$ cat config.mk
export PLATFORM = sky130hd
export DESIGN_NAME = tile_writeback_flat
export DESIGN_NICKNAME = d
export VERILOG_FILES = /design/src/rtl/tile_writeback_if.sv /design/src/rtl/tile_writeback.sv /design/src/flat_wrapper.sv
export SDC_FILE = /design/constraint.sdc
export NUM_CORES = 1
export LEC_CHECK = 0
export ABC_AREA = 1
export BUFFER_PORTS_ARGS = -buffer_cell sky130_fd_sc_hd__buf_2
export CELL_PAD_IN_SITES_DETAIL_PLACEMENT = 0
export CELL_PAD_IN_SITES_GLOBAL_PLACEMENT = 1
export CORE_AREA = 2 2 420 422
export DETAILED_ROUTE_END_ITERATION = 7
export DIE_AREA = 0 0 422 424
export PLACE_DENSITY = 0.62
export SLEW_MARGIN = 0
export SYNTH_ARGS = -nofsm -noshare
export SYNTH_HDL_FRONTEND = slang
export SYNTH_SLANG_ARGS = --single-unit
export TNS_END_PERCENT = 30
$ cat constraint.sdc
create_clock -name BOARD_CLK -period 43.3 [get_ports BOARD_CLK]
set_input_delay 6.495 -clock BOARD_CLK [delete_from_list [all_inputs] [get_ports BOARD_CLK]]
set_output_delay 6.495 -clock BOARD_CLK [all_outputs]
set_load 0.02 [all_outputs]
$ cat src/rtl/tile_writeback_if.sv
// Tile-writeback bus: shader tile handshake, SRAM write port and status flags.
// slave is the writeback block's view, master is the environment's view.
interface tile_writeback_if #(
    parameter int unsigned NANO_DIM = 8,
    parameter int unsigned ADDR_W   = 20
);
    logic                             tile_valid;
    logic                             tile_ready;
    logic                             tile_id;
    logic [NANO_DIM*NANO_DIM*16-1:0]  tile_data;
    logic [9:0]                       tile_x;
    logic [9:0]                       tile_y;
    logic                             sram_req;
    logic                             sram_ack;
    logic [ADDR_W-1:0]                sram_addr;
    logic [15:0]                      sram_wdata;
    logic                             busy;
    logic                             done;
    logic                             done_id;

    modport slave (
        input  tile_valid, tile_id, tile_data, tile_x, tile_y, sram_ack,
        output tile_ready, sram_req, sram_addr, sram_wdata, busy, done, done_id
    );

    modport master (
        output tile_valid, tile_id, tile_data, tile_x, tile_y, sram_ack,
        input  tile_ready, sram_req, sram_addr, sram_wdata, busy, done, done_id
    );
endinterface

$ cat src/rtl/tile_writeback.sv
// Captures a finished nano tile from the pixel shader and writes it pixel by
// pixel into the framebuffer through the SRAM arbiter, clipping pixels that
// fall outside the framebuffer.
// Optional: define TILE_WB_COLOR_KEY_EN to skip pixels equal to KEY_COLOR.
module tile_writeback #(
    parameter int unsigned NANO_DIM  = 8,
    parameter int unsigned FB_WIDTH  = 640,
    parameter int unsigned FB_HEIGHT = 480,
    parameter int unsigned ADDR_W    = 20,
    parameter logic [15:0] KEY_COLOR = 16'hF81F
) (
    input  logic           BOARD_CLK,
    input  logic           RESET_N,
    tile_writeback_if.slave bus
);
    localparam int unsigned NPIX = NANO_DIM * NANO_DIM;
    localparam int unsigned CW   = (NANO_DIM > 1) ? $clog2(NANO_DIM) : 1;
    localparam int unsigned IW   = (NPIX > 1) ? $clog2(NPIX) : 1;
`ifdef TILE_WB_COLOR_KEY_EN
    localparam bit KeyEn = 1'b1;
`else
    localparam bit KeyEn = 1'b0;
`endif

    typedef enum logic [2:0] {StIdle, StAddr, StWrite, StNext, StDone} state_e;

    state_e            state_q, state_d;
    logic [CW-1:0]     col_q, col_d, row_q, row_d;
    logic [ADDR_W-1:0] addr_q, addr_d;
    logic [15:0]       wdata_q, wdata_d;
    logic              id_q, id_d;
    logic [9:0]        x_q, x_d, y_q, y_d;
    logic [15:0]       pix_q [NPIX];

    logic              transfer;
    logic [IW-1:0]     idx;
    logic [15:0]       cur_pix;
    logic [10:0]       px, py;
    logic [31:0]       lin;
    logic              skip;

    assign transfer = bus.tile_valid && (state_q == StIdle);

    // Current pixel position and its framebuffer address; no wrap on the 11-bit sums.
    assign idx     = IW'(32'(row_q) * NANO_DIM + 32'(col_q));
    assign cur_pix = pix_q[idx];
    assign px      = 11'(x_q) + 11'(col_q);
    assign py      = 11'(y_q) + 11'(row_q);
    assign lin     = 32'(py) * FB_WIDTH + 32'(px);
    assign skip    = (32'(px) >= FB_WIDTH) || (32'(py) >= FB_HEIGHT) ||
                     (KeyEn && (cur_pix == KEY_COLOR));

    // Tile buffer: captured on handshake, frees the shader bank immediately.
    always_ff @(posedge BOARD_CLK) begin
        if (transfer) begin
            for (int i = 0; i < int'(NPIX); i++) begin
                pix_q[i] <= bus.tile_data[i*16 +: 16];
            end
        end
    end

    // State and datapath registers.
    always_ff @(posedge BOARD_CLK or negedge RESET_N) begin
        if (!RESET_N) begin
            state_q <= StIdle;
            col_q   <= '0;
            row_q   <= '0;
            addr_q  <= '0;
            wdata_q <= '0;
            id_q    <= 1'b0;
            x_q     <= '0;
            y_q     <= '0;
        end else begin
            state_q <= state_d;
            col_q   <= col_d;
            row_q   <= row_d;
            addr_q  <= addr_d;
            wdata_q <= wdata_d;
            id_q    <= id_d;
            x_q     <= x_d;
            y_q     <= y_d;
        end
    end

    // Next-state: walk the tile row-major, one SRAM write per unclipped pixel.
    always_comb begin
        state_d = state_q;
        col_d   = col_q;
        row_d   = row_q;
        addr_d  = addr_q;
        wdata_d = wdata_q;
        id_d    = id_q;
        x_d     = x_q;
        y_d     = y_q;
        unique case (state_q)
            StIdle: begin
                if (bus.tile_valid) begin
                    id_d    = bus.tile_id;
                    x_d     = bus.tile_x;
                    y_d     = bus.tile_y;
                    col_d   = '0;
                    row_d   = '0;
                    state_d = StAddr;
                end
            end
            StAddr: begin
                if (skip) begin
                    state_d = StNext;
                end else begin
                    addr_d  = lin[ADDR_W-1:0];
                    wdata_d = cur_pix;
                    state_d = StWrite;
                end
            end
            StWrite: begin
                if (bus.sram_ack) begin
                    state_d = StNext;
                end
            end
            StNext: begin
                if (col_q == CW'(NANO_DIM - 1)) begin
                    col_d = '0;
                    if (row_q == CW'(NANO_DIM - 1)) begin
                        state_d = StDone;
                    end else begin
                        row_d   = row_q + 1'b1;
                        state_d = StAddr;
                    end
                end else begin
                    col_d   = col_q + 1'b1;
                    state_d = StAddr;
                end
            end
            StDone: begin
                state_d = StIdle;
            end
            default: begin
                state_d = StIdle;
            end
        endcase
    end

    assign bus.tile_ready = (state_q == StIdle);
    assign bus.sram_req   = (state_q == StWrite);
    assign bus.sram_addr  = addr_q;
    assign bus.sram_wdata = wdata_q;
    assign bus.busy       = (state_q != StIdle);
    assign bus.done       = (state_q == StDone);
    assign bus.done_id    = (state_q == StDone) && id_q;

endmodule

$ cat src/flat_wrapper.sv
// flat-port wrapper written by rule: the top's interface ports become plain ports
module tile_writeback_flat 
#(
    parameter int unsigned NANO_DIM  = 8,
    parameter int unsigned FB_WIDTH  = 640,
    parameter int unsigned FB_HEIGHT = 480,
    parameter int unsigned ADDR_W    = 20,
    parameter logic [15:0] KEY_COLOR = 16'hF81F
)
  (BOARD_CLK, RESET_N, bus_tile_valid, bus_tile_id, bus_tile_data, bus_tile_x, bus_tile_y, bus_sram_ack, bus_tile_ready, bus_sram_req, bus_sram_addr, bus_sram_wdata, bus_busy, bus_done, bus_done_id);
  tile_writeback_if #(.NANO_DIM(NANO_DIM), .ADDR_W(ADDR_W)) bus_i ();
  input  logic BOARD_CLK;
  input  logic RESET_N;
  input wire logic [$bits(bus_i.tile_valid)-1:0] bus_tile_valid;
  input wire logic [$bits(bus_i.tile_id)-1:0] bus_tile_id;
  input wire logic [$bits(bus_i.tile_data)-1:0] bus_tile_data;
  input wire logic [$bits(bus_i.tile_x)-1:0] bus_tile_x;
  input wire logic [$bits(bus_i.tile_y)-1:0] bus_tile_y;
  input wire logic [$bits(bus_i.sram_ack)-1:0] bus_sram_ack;
  output wire logic [$bits(bus_i.tile_ready)-1:0] bus_tile_ready;
  output wire logic [$bits(bus_i.sram_req)-1:0] bus_sram_req;
  output wire logic [$bits(bus_i.sram_addr)-1:0] bus_sram_addr;
  output wire logic [$bits(bus_i.sram_wdata)-1:0] bus_sram_wdata;
  output wire logic [$bits(bus_i.busy)-1:0] bus_busy;
  output wire logic [$bits(bus_i.done)-1:0] bus_done;
  output wire logic [$bits(bus_i.done_id)-1:0] bus_done_id;
  assign bus_i.tile_valid = bus_tile_valid;
  assign bus_i.tile_id = bus_tile_id;
  assign bus_i.tile_data = bus_tile_data;
  assign bus_i.tile_x = bus_tile_x;
  assign bus_i.tile_y = bus_tile_y;
  assign bus_i.sram_ack = bus_sram_ack;
  assign bus_tile_ready = bus_i.tile_ready;
  assign bus_sram_req = bus_i.sram_req;
  assign bus_sram_addr = bus_i.sram_addr;
  assign bus_sram_wdata = bus_i.sram_wdata;
  assign bus_busy = bus_i.busy;
  assign bus_done = bus_i.done;
  assign bus_done_id = bus_i.done_id;
  tile_writeback #(.NANO_DIM(NANO_DIM), .FB_WIDTH(FB_WIDTH), .FB_HEIGHT(FB_HEIGHT), .ADDR_W(ADDR_W), .KEY_COLOR(KEY_COLOR)) u_core (.BOARD_CLK(BOARD_CLK), .RESET_N(RESET_N), .bus(bus_i));
endmodule
======== After elaboration in Yosys (flattened, before gate mapping) ========
Memories as Yosys holds them, arrays and structs flattened. A register that Yosys moved wholly into a read port is not among the register bits.
Index checks and enable logic that the tools add are counted.
cells by class
  $add $sub $neg .......................... 6
  order comparisons ....................... 2
  reduce and logical (&&, ||, !) cells .... 12
  bitwise operators ....................... 1
  equality and inequality tests ........... 10
  multipliers ............................. 1
  muxes and demuxes ....................... 14
operator list
  operator                                                                                count
  3-bit 2-to-1 mux                                                                        8
  10-bit by 3-bit adder with 11-bit output                                                2
  20-bit by 11-bit adder with 20-bit output                                               1
  11-bit by 3-bit multiplier with 13-bit output (second input constant)                   1
  3-bit one-hot mux with 2 select lines                                                   2
  3-bit one-hot mux with 4 select lines                                                   1
  11-bit by 10-bit greater-or-equal comparator with 1-bit output (second input constant)  1
  11-bit by 9-bit greater-or-equal comparator with 1-bit output (second input constant)   1
  3-bit == test (second input constant)                                                   3
  2-bit AND reduction                                                                     4
  3-bit by 1-bit adder with 3-bit output (second input constant)                          2
  6-bit by 3-bit adder with 6-bit output                                                  1
  3-bit by 2-bit == test with 1-bit output (second input constant)                        2
  2-bit != test (second input constant)                                                   3
  4-bit AND reduction                                                                     1
  3-bit by 1-bit == test with 1-bit output (second input constant)                        1
  3-bit zero test                                                                         1
  1-bit 2-to-1 mux                                                                        3
  3-bit nonzero test                                                                      1
  1-bit logical AND                                                                       2
  2-bit by 1-bit != test with 1-bit output (second input constant)                        1
  2-bit nonzero test                                                                      1
  1-bit zero test                                                                         1
  1-bit logical OR                                                                        1
  1-bit inverter                                                                          1
word-level totals
  RAM bits ................................ 1024
  output and inout port bits .............. 41
  memories kept ........................... 1
  input bits .............................. 1049
  flip-flop bits (word level) ............. 50
  logic and storage cells ................. 54
memories
  name          depth  bits a word  rd ports  clocked after Yosys merged registers in  write ports  RTL line              text
  u_core.pix_q  64     16           1         1                                        64           tile_writeback.sv:33  logic [15:0] pix_q [NPIX];

======== Depth between registers and ports, before layout ========
  depth in word-level cells ............... 5
  gate-level depth with buffers ........... 21
  depth with buffers taken out ............ 21

======== Worst setup path after synthesis ========
OpenSTA, ideal clock, no wires.
  kind .................................... input -> register
  start point ............................. input port bus_tile_valid
  end point ............................... memory u_core.pix_q[0][0], enable pin
  setup slack ............................. 7008 ps
  required time ........................... 41507 ps
  cell stages on the path ................. 3
  setup time .............................. 1793 ps
  path buffers ............................ 1
  arrival time ............................ 34498 ps
  cell sequence ........................... nand2_1 > inv_1 > clkbuf_1
RTL lines
  what                RTL line              text
  start: declaration  flat_wrapper.sv:14    input wire logic [$bits(bus_i.tile_valid)-1:0] bus_tile_valid;
  end: declaration    tile_writeback.sv:33

==> results.toml <==
[cts]
cts.clk_slew.worst_paths_ps = 60
cts_inserted_buffers = 121
clock-root-buffer = "sky130_fd_sc_hd__clkbuf_16"
clkLatencyLatePin_ps = 790
deepest_clock_path_buffer_count = 3
post_cts.resized_instances = 0
cts.repair_timing.setup_buffer_count = 0
clock-sinks = 1090
cts_tree = "done"
h-tree-depth = 3
postCtsHoldBufs = 0

[placed_design]
dp_worst_setup_slack_ps = 31020
post-dp-hpwl_mm = 141
place.gp.congestion = 0.886
port-buffer-count = 1089

[drt]
drt-initial-drc-count = 3585
dr_total_vias = 34300
detail_route.wl_per_cell_um = 25.4
wl_met1_mm = 77.8
drc_errors = 0
post_drt_via_cell_ratio = 4.59
totalWireLength_mm = 190
top_signal_layer_used = "met5"
route.met3.wl_mm = 11.4
drt-pass1-iter-count = 5
antenna_left = 0
met2RoutedLength_mm = 95.1

[cells_and_area]
final_cell_mix = "sky130_fd_sc_hd__nand2_1, sky130_fd_sc_hd__buf_2, sky130_fd_sc_hd__edfxtp_1"
layout-drive-gt1-share_pct = 26.4
finalCoreUtilization_pct = 32.6
layout.cells.most_common = "sky130_fd_sc_hd__nand2_1"
design.final.nets = 6085
flow.area_growth_from_synthesis_pct = 25.7
fillCellCount = 18200

[floorplanning]
die_area_mm2 = 0.179
coreArea_mm2 = 0.175
die-width_um = 422
die_h_um = 424
ios = 1090
start_util_pct = 25.9
floorplan.rows = 154

[pwr]
power.share.combinational_pct = 37.2
switching_component_of_the_power_mw = 1.63
pwr_density_cell_mw_per_mm2 = 69.3
internal_power_mw = 2.32
power.leakage_nw = 23.0
share_clk_of_total_power_pct = 26.1
sw_frac_of_total_pct = 41.3
power.ir.vdd_worst_mv = 0.0426
reg_power_share_pct = 36.7

[worst_setup_path]
critical_path.startpoint_type = "input pin"
timing.critical_path.to_type = "register"
cp_max_fo = 106
worst_ep_required_time_ps = 43710
timing.setup.critical_path_class = "input pin to register"
critical_path_arrival_ps = 11780

[grt]
first_pass_grt_wire_length_mm = 257
grt_usage_pct = 20.5
grt_max_degree = 135
number_of_antenna_violations_at_the_first_check_in_global_routing = 105
vias_in_the_first_global_route = 33400
total_gr_overflow = 0

[logic_synthesis]
syn_area_per_cell_um2 = 11.4
synthXorXnorAreaFrac_pct = 0.439
syn-cell-area_mm2 = 0.0454
ys.warnings.count = 0
post_synth_fa_ha_maj_area_fraction_pct = 0.976
synth_nets = 5059
synthCells = 3977
synth_seq_cells = 1090
fraction_of_the_mapped_netlist_area_in_simple_logic_gates_pct = 23.4
seq_area_frac_synth_pct = 71.4
post_synthesis_async_set_or_reset_flop_share_pct = 6.06
combinational_family_with_the_most_area_after_synthesis = "simple AND/OR/NAND/NOR gates"
synth-compound-area-share_pct = 0.637
yosysUniqueCellTypes = 39
mux_cell_area_share_after_synthesis_pct = 0
synth_edf_count = 1024
synthFlopType = "sky130_fd_sc_hd__edfxtp_1"

[sta]
tightest_slew_ps = 1190
report.final.setup_viol = 0
final_critical_path_setup_slack_ps = 31920
timing.final.crit_period_ps = 11380
hold_violations = 0
min_period_over_period_pct = 26.3
maxClockFrequency_mhz = 87.9
hold_slack_ps = 474
rsz0062_at_grt = "false"
setup_total_negative_slack_ps = 0
final.setup_skew_ps = 39.5
slew-limit-headroom_pct = 20.3
maxSlewViolCount = 0

[flow_run]
maxCapViolations = 0

[min_path]
worst_hold_path_type = "register to register"

[status]
result_of_the_run = "finished, final reports clean"
registers in the layout, summed over array words and instances, names as in the netlist:
register               cells
u_core.y_q                10
u_core.row_q               3
u_core.id_q                1
u_core.x_q                10
u_core.state_q             3
u_core.pix_q            1024
u_core.bus.sram_wdata     16
u_core.bus.sram_addr      20
u_core.col_q               3
cells by family after synthesis:
family,count (synthesis)
AOI/OAI and AO/OA,43
xor gates and xnor gates,21
adders and majority gates,33
buffers and inverters,302
DFF,1090
and+or+nand+nor,2488
stage by stage:
step | instance area (µm²) | std cells | power (mW)
floorplan | 45400 | 3977 | 2.58
global placement | 53000 | 7220 | 2.97
detailed placement | 53000 | 7220 | 2.98
CTS | 56900 | 7440 | 4.02
global route | 57000 | 7483 | 4.19
finish | 57000 | 7490 | 3.95
per-layer routing:
layer	vias up	global-route usage [%]
met2	1380	34.9
li1	15900	-
met5	-	0
met1	16700	26.3
met3	327	3.76
met4	36	6.83
power groups by stage:
stage	clock [mW]	sequential (mW)	combinational, mW
2_1_floorplan	0	1.72	0.865
3_3_place_gp	0	1.47	1.50
3_5_place_dp	0	1.47	1.51
4_1_cts	1.05	1.45	1.52
5_1_grt	1.09	1.47	1.63
6_report	1.03	1.45	1.47
final cells by class:
type	instances	area, µm²	share of cell area, %
repair buffers	1135	5820	10.2
clock inverters	67	721	1.26
flip-flops and latches	1090	32400	56.9
multi-input cells	2585	11500	20.2
well taps	2340	2930	5.14
clock buffers	153	3150	5.52
diodes	50	125	0.220
inverters	70	302	0.529
synthesized netlist by cell type, types with 3 or more instances:
master                     number  area (µm²)
sky130_fd_sc_hd__nand4_1        7        43.8
sky130_fd_sc_hd__nand3_1      894        4470
sky130_fd_sc_hd__dfrtp_1       66        1650
sky130_fd_sc_hd__nor3_1         6        30.0
sky130_fd_sc_hd__nand2_1     1528        5740
sky130_fd_sc_hd__buf_2        121         606
sky130_fd_sc_hd__a21oi_1        8        40.0
sky130_fd_sc_hd__nand3_2        3        30.0
sky130_fd_sc_hd__buf_6          7        78.8
sky130_fd_sc_hd__buf_1         21        78.8
sky130_fd_sc_hd__ha_1          29         363
sky130_fd_sc_hd__buf_4         22         165
sky130_fd_sc_hd__inv_1         66         248
sky130_fd_sc_hd__o21ai_2       14         123
sky130_fd_sc_hd__nand2_2        9        56.3
sky130_fd_sc_hd__edfxtp_1    1024       30700
sky130_fd_sc_hd__clkbuf_1      61         229
sky130_fd_sc_hd__xor2_1        14         123
sky130_fd_sc_hd__xnor2_1        5        43.8
sky130_fd_sc_hd__o21ai_0       15        75.1
sky130_fd_sc_hd__fa_1           4        80.1
sky130_fd_sc_hd__nor2_1        30         113
worst max-delay path, stage by stage:
cell                      delay [ps]
sky130_fd_sc_hd__buf_2            90
sky130_fd_sc_hd__nand2_1         470
sky130_fd_sc_hd__inv_8           700
sky130_fd_sc_hd__buf_4           750
sky130_fd_sc_hd__buf_4           760
sky130_fd_sc_hd__buf_4           810
sky130_fd_sc_hd__buf_4           730
sky130_fd_sc_hd__buf_4           740
final timing paths:
kind	from	to	slack [ps]	cells past startpoint
min in group asynchronous	RESET_N	u_core.state_q[0]	5970	2
max reg2reg	u_core.state_q[2]	u_core.pix_q[20][3]	37000	10
min	u_core.id_q	u_core.id_q	470	2
min reg2reg	u_core.id_q	u_core.id_q	470	2
max	bus_tile_valid	u_core.pix_q[20][3]	31920	8
max in group asynchronous	RESET_N	u_core.row_q[0]	36620	2
(Power assumes the default switching activity.)
